==> src/rtl/cordic_sched.sv <==
// Sequential CORDIC vectoring engine: two requesters share one iterative core,
// round-robin arbitrated, one micro-rotation per clock, single response port.
module cordic_sched #(
  parameter int ITERS = 12
) (
  input  logic               clk,
  input  logic               reset,
  input  logic               req0_valid,
  input  logic signed [11:0] req0_x,
  input  logic signed [11:0] req0_y,
  output logic               req0_ready,
  input  logic               req1_valid,
  input  logic signed [11:0] req1_x,
  input  logic signed [11:0] req1_y,
  output logic               req1_ready,
  output logic               rsp_valid,
  input  logic               rsp_ready,
  output logic               rsp_id,
  output logic [15:0]        rsp_r,
  output logic [11:0]        rsp_t,
  output logic               busy
);

  localparam int IW = $clog2(ITERS);

  typedef enum logic [1:0] {
    IDLE,
    RUN,
    DONE
  } state_t;

  state_t state, state_nx;

  logic [IW-1:0]      iter;
  logic               rr_ptr;
  logic               id;
  logic signed [15:0] xa, ya;
  logic [11:0]        ta;

  logic               grant;
  logic               accept;
  logic               last;
  logic [11:0]        step;
  logic signed [15:0] xa_neg, ya_neg;
  logic signed [15:0] xa_nx, ya_nx;
  logic [11:0]        ta_nx;

  // rr_ptr only breaks ties; a lone requester always wins
  always_comb begin
    grant = req1_valid;
    if (req0_valid && req1_valid) grant = rr_ptr;
  end

  assign accept     = (state == IDLE) && (req0_valid || req1_valid);
  assign req0_ready = (state == IDLE) && req0_valid && !grant;
  assign req1_ready = (state == IDLE) && req1_valid && grant;
  assign busy       = (state != IDLE);
  assign last       = (iter == IW'(ITERS - 1));

  // 1 << (11 - i) expressed as a right shift to keep the shift amount unsigned
  assign step   = 12'd2048 >> iter;
  assign xa_neg = -xa;
  assign ya_neg = -ya;

  always_comb begin
    xa_nx = xa;
    ya_nx = ya;
    ta_nx = ta;
    if (!ya[15]) begin
      xa_nx = xa + (ya >>> iter);
      ya_nx = ya + (xa_neg >>> iter);
      ta_nx = ta + step;
    end else begin
      xa_nx = xa + (ya_neg >>> iter);
      ya_nx = ya + (xa >>> iter);
      ta_nx = ta - step;
    end
  end

  always_ff @(posedge clk) begin
    if (reset) state <= IDLE;
    else       state <= state_nx;
  end

  always_comb begin
    state_nx = state;
    case (state)
      IDLE:    if (accept)    state_nx = RUN;
      RUN:     if (last)      state_nx = DONE;
      DONE:    if (rsp_ready) state_nx = IDLE;
      default:                state_nx = IDLE;
    endcase
  end

  always_ff @(posedge clk) begin
    if (reset) begin
      iter      <= '0;
      rr_ptr    <= 1'b0;
      id        <= 1'b0;
      xa        <= '0;
      ya        <= '0;
      ta        <= '0;
      rsp_valid <= 1'b0;
      rsp_id    <= 1'b0;
      rsp_r     <= '0;
      rsp_t     <= '0;
    end else begin
      case (state)
        IDLE: begin
          if (accept) begin
            xa     <= grant ? {req1_x, 4'b0} : {req0_x, 4'b0};
            ya     <= grant ? {req1_y, 4'b0} : {req0_y, 4'b0};
            ta     <= '0;
            iter   <= '0;
            id     <= grant;
            rr_ptr <= ~grant;
          end
        end
        RUN: begin
          xa   <= xa_nx;
          ya   <= ya_nx;
          ta   <= ta_nx;
          iter <= iter + IW'(1);
          if (last) begin
            rsp_r     <= xa_nx;
            rsp_t     <= ta_nx;
            rsp_id    <= id;
            rsp_valid <= 1'b1;
          end
        end
        DONE: begin
          if (rsp_ready) rsp_valid <= 1'b0;
        end
        default: ;
      endcase
    end
  end

endmodule

==> config.mk <==
export PLATFORM = sky130hd
export DESIGN_NAME = cordic_sched
export DESIGN_NICKNAME = d
export VERILOG_FILES = /design/src/rtl/cordic_sched.sv
export SDC_FILE = /design/constraint.sdc
export NUM_CORES = 1
export LEC_CHECK = 0
export BUFFER_PORTS_ARGS = -buffer_cell sky130_fd_sc_hd__buf_2
export CORE_MARGIN = 8
export CORE_UTILIZATION = 50
export DETAILED_ROUTE_END_ITERATION = 10
export PLACE_DENSITY = 0.84
export SYNTH_ARGS = -nofsm -noshare
export SYNTH_HDL_FRONTEND = slang
export SYNTH_SLANG_ARGS = --single-unit
==> constraint.sdc <==
create_clock -name clk -period 4.31 [get_ports clk]
set_input_delay 0.431 -clock clk [delete_from_list [all_inputs] [get_ports clk]]
set_output_delay 0.431 -clock clk [all_outputs]
set_load 0.005 [all_outputs]
# Yosys cells after proc, flatten, opt, wreduce, memory -nomap -nowiden
# Index checks and enable logic that the tools add are counted.
dict set report totals {
  reg_bits 82
  in_bits 53
  output_inout_bits 33
  wordCells 70
}
dict set report op_classes {
  addsub 9
  n_eq_ne 6
  shift 5
  mux 21
  n_bitwise 1
  n_reduce_logical 17
}
# op count
set ops {}
lappend ops {{two-way mux 16 bit} 6}
lappend ops {{adder 16 bit} 4}
lappend ops {{one-hot mux 16 bit (2 select lines)} 2}
lappend ops {{>>> shifter 16 x 4 -> 16 bit} 4}
lappend ops {{negator 16 bit} 2}
lappend ops {{two-way mux 12 bit} 2}
lappend ops {{one-hot mux 12 bit (2 select lines)} 1}
lappend ops {{adder 12 bit} 1}
lappend ops {{right shift 12 x 4 -> 12 bit (first input constant)} 1}
lappend ops {{subtractor 12 bit} 1}
lappend ops {{one-hot mux 4 bit (2 select lines)} 1}
lappend ops {{logical AND 1 bit} 6}
lappend ops {{two-way mux 2 bit} 3}
lappend ops {{inequality test 2 bit (second input constant)} 3}
lappend ops {{one-hot mux 2 bit (3 select lines)} 1}
lappend ops {{AND reduction 2 bit} 3}
lappend ops {{AND reduction 3 bit} 2}
lappend ops {{nonzero test 2 bit} 3}
lappend ops {{adder 4 x 1 -> 4 bit (second input constant)} 1}
lappend ops {{== test 4 bit (second input constant)} 1}
lappend ops {{two-way mux 4 bit} 1}
lappend ops {{two-way mux 1 bit} 3}
lappend ops {{== test 2 x 1 -> 1 bit (second input constant)} 1}
lappend ops {{== test 2 bit (second input constant)} 1}
lappend ops {{5 further kinds} 5}

# Logic depth before layout (Yosys ltp)
dict set report depth {
  depth_word 5
  ltp_mapped 20
  depth_no_buf 19
}

# Least setup slack after synthesis
# OpenSTA, ideal clock, no wires.
dict set report synth_timing {
  path_kind {flip-flop to flip-flop}
  start {register xa[1]}
  end {register ya[14]}
  arrival_ps 4251
  t_required_ps 4181
  slack_ps -70
  stages_incl_launch_ff 21
  path_buffers 1
  synth_period_minus_slack_ps 4380
  cell_sequence {dfxtp_1 inv_1 ha_1 or4b_1 buf_2 nor3_4 a21oi_1 xnor2_2 mux4_2 mux2_2 o21ai_0 ha_1 inv_1 fa_1 nand3b_1 a21oi_1 nor3_1 o31ai_1 o41ai_1 mux2i_1 o31ai_1}
}
dict set report synth_between {
  elab_chain_len 5
  word_cells_on_any_way 7
  cone_classes {add/sub: 3; shift: 2; mux: 2}
}
# item line
set synth_rtl {}
lappend synth_rtl {{start: declaration} 37} ;# logic signed [15:0] xa, ya;
lappend synth_rtl {{start signal: assignment} 111} ;# xa <= grant ? {req1_x, 4'b0} : {req0_x, 4'b0};
lappend synth_rtl {{start signal: assignment} 120} ;# xa <= xa_nx;
lappend synth_rtl {{negator 16 bit} 62} ;# assign xa_neg = -xa;
lappend synth_rtl {{>>> shifter 16 x 4 -> 16 bit} 71} ;# ya_nx = ya + (xa_neg >>> iter);
lappend synth_rtl {{adder 16 bit} 71}
lappend synth_rtl {{two-way mux 16 bit *} 69} ;# if (!ya[15]) begin
lappend synth_rtl {{one-hot mux 16 bit (2 select lines) *} 108} ;# case (state)
lappend synth_rtl {{end signal: assignment} 112} ;# ya <= grant ? {req1_y, 4'b0} : {req0_y, 4'b0};
lappend synth_rtl {{end signal: assignment} 121} ;# ya <= ya_nx;
lappend synth_rtl {{end: declaration} 37}
# Mark *: on every way between the ends. The rest lies on a longest branch, timed or not.
# A chain may end at the register's enable or synchronous reset.

# Worst setup path after layout
dict set report layout_timing {
  start {register xa[3]}
  end {register ya[9]}
}
# Same word-level chain as after synthesis.

==> key figures <==
Flow run
  – Number of max-cap violations: 0

Setup path
  – Worst Path Required: 4490 ps
  – CP endpoint kind: flop
  – Setup CP Type: flop to flop
  – Data arrival time of the worst path: 4540 ps
  – Startpoint types: flop
  – CP max FO: 6

Final layout
  – Final #Nets: 1405
  – Filler Cell Count: 1304
  – Non-filler instance count after layout: 1522
  – Reg area: 1650 sq um
  – ANT cells: 0
  – Share of post-route cells with drive strength above 1: 28.8%
  – Area Growth Syn to Fin: 26.1%
  – Multi-input gate area: 6810 sq um

Logic synthesis
  – Cells after Synth: 1150
  – Ys async rst share: 0%
  – Post-Syn Area: 8480 sq um
  – Post-Syn Nets: 1258
  – Synthesis-stage register bit count: 82
  – Syn avg cell area: 7.38 sq um
  – Post-synth EDFFs: 0
  – Post-synthesis sequential area ratio: 19.3%
  – Top-area cell type share of the netlist area: 19.3%
  – Top post-synthesis cells by area: dfxtp_1 19%, ha_1 7.7%, a21oi_1 6.3%, nand2_1 5.1%, nor2_1 5.1%
  – Synth cell count leaders: 115 x nand2_1, 115 x nor2_1, 107 x a21oi_1
  – Cell variety after synth: 86
  – Yosys warning count: 0
  – Yosys top cell by area: dfxtp_1
  – Post-synth top flop: dfxtp_1

Timing
  – Final hold slack: 383 ps
  – Relative slew slack: 7.52%
  – Slew Viols, Final: 0
  – Endpoints failing hold: 0
  – Clock Skew: 12.0 ps
  – F_max: 230 MHz
  – Period utilisation layout: 101%
  – RSZ-0062 raised after global routing: true
  – Fin crit period: 4350 ps
  – Worst slew pin tran: 1380 ps
  – Setup-failing EPs final: 3
  – Final worst slack: -40.5 ps

CTS
  – # H-tree levels: 3
  – Clock Path Buffers: 2
  – Clock sink count: 82
  – Latest clock arrival within the worst-skew pair: 350 ps
  – TritonCTS buffer count: 9
  – Root buf cell: clkbuf_16
  – CTS tree: built
  – Clock slew seen by the registers of the worst setup and hold paths: 70 ps
  – CTS hold repair buffers: 0

Global routing
  – Largest net degree at the start of global routing: 50
  – Total track usage: 25.7%
  – Vias in the first global route: 9430
  – Global route total overflow: 0
  – First-pass GRT wire length: 46.4 mm
  – Initial antenna violation count: 0

Routing
  – Final WL: 30.7 mm
  – Post-route ant nets: 0
  – Wire per inst: 20.1 microns
  – DRC: 0
  – 1st-pass router iterations: 7
  – Vias per Instance: 6.66
  – Vias: 10133
  – DRT iter0 DRCs: 1608

Floorplan
  – CORE AREA: 16600 sq um
  – Die height: 146 microns
  – Starting Density: 51.2%
  – Row count: 47
  – Die extent in x: 146 microns
  – Io pins: 86
  – Full die area: 21400 sq um

Placement
  – Post-DP HPWL: 21.0 mm
  – Placed cells: 1496
  – Post-Place Setup Slack: -141 ps
  – I/O Buffers: 85
  – Placer Congestion: 0.999

Run status
  – Failing checks: setup timing
  – Outcome: finished, violations left

Min path
  – Hold Crit Class: input port to flop

Pwr
  – Pwr/cell area: 513 nW/um^2
  – Peak supply drop: 0.441 mV
  – Leak: 0.00450 uW
report_power, final:
group	total, uW	switching, uW	internal [uW]
clock	906	374	532
combinational	3650	2010	1640
sequential	931	104	827
total	5480	2490	3000
per-layer routing:
metal | vias to the layer above | part of all wire [%] | GRT usage [%]
met5 | - | 0 | 0
met4 | 0 | 4.4 | 12.8
met3 | 145 | 11 | 5.01
met2 | 766 | 46 | 40.9
met1 | 4645 | 39 | 32.6
li1 | 4577 | - | -
cell type report:
class | instances | share of cell area (%)
multi-input cells | 949 | 63.6
flip-flops and latches | 82 | 15.4
repair buffers | 230 | 14.4
well taps | 220 | 2.57
clock buffers | 10 | 2.23
clock inverters | 6 | 0.900
inverters | 25 | 0.877
cell families after synthesis:
group,after synthesis,share of synthesized area [%]
AO/OA/AOI/OAI,353,28.1
buffers and inverters,119,5.66
XOR/XNOR,49,5.15
AND/OR/NAND/NOR,425,24.3
adder cells (fa/ha/maj),55,8.38
multiplexers,67,9.10
flip-flops,82,19.3
cells in the final DEF (no fill, tap or decap), types with 7 or more instances in the layout:
cell type  count
inv_1         19
buf_4        140
ha_1          44
a21o_1        17
o31ai_1        9
xnor2_1       27
a31o_2        10
o21ai_0       45
mux2_2        19
nand4_1        9
o21a_1         7
and3_1         7
a211oi_1      16
nor4_1         7
a2111oi_0      8
nand2b_1      15
xor2_1        19
or3_1         18
mux2i_1       39
o211ai_1      14
nor3_1        33
nor2_1       113
nand2_1      114
nor2b_1       14
nand3_1       42
a31oi_1       17
clkbuf_16      9
a21oi_1       97
dfxtp_1       79
buf_2         85
a222oi_1       8
a21oi_2       10
through the flow:
stage               utilization [%]  power, uW  cell area (sq um)  TNS, ps
finish                         64.5       5480              10700    -72.8
global route                   64.5       5710              10700    -1890
CTS                            62.2       5080              10300    -27.4
detailed placement             59.5       4080               9860     -919
global placement               59.5       3990               9860    -34.0
floorplan                         -       3000               8500    -3.32
path summary, 6_finish.rpt:
kind	endpoint	start	depth (start not counted)	slack, ps
max	ya[9]$_SDFFE_PP0P_	xa[3]$_SDFFE_PP0P_	16	-40
min	rsp_valid$_SDFFE_PP0P_	rsp_ready	4	380
max reg2reg	ya[9]$_SDFFE_PP0P_	xa[3]$_SDFFE_PP0P_	16	-40
min reg2reg	rsp_r[1]$_SDFFE_PP0P_	rsp_r[1]$_SDFFE_PP0P_	2	450
worst max-delay path: stages, from the launching register on:
cell and delay, ps:
dfxtp_1 320, buf_4 170, nor4_1 620, a31o_2 270, xor2_1 240, nand2_1 80
nand3_1 110, o21ai_0 170, mux4_2 540, ha_1 260, nor4_2 320, o21ai_2 150
buf_4 170, a31o_2 220, a211o_1 290, a21oi_1 160, a2111oi_0 90
what timing repair did:
action / in CTS / in global routing
endpoints found under the hold margin: 0 / 0
resized for setup: 26 / 62
pin swaps: 2 / 25
endpoints found under the setup margin: 17 / 31
setup buffers: 3 / 7
registers in the layout (all words and copies together), names as in the netlist:
| name | count |
|---|---|
| id | 1 |
| iter | 4 |
| rr_ptr | 1 |
| rsp_id | 1 |
| rsp_r | 16 |
| rsp_t | 12 |
| rsp_valid | 1 |
| state | 2 |
| ta | 12 |
| xa | 16 |
| ya | 16 |
(Power assumes the default switching activity.)
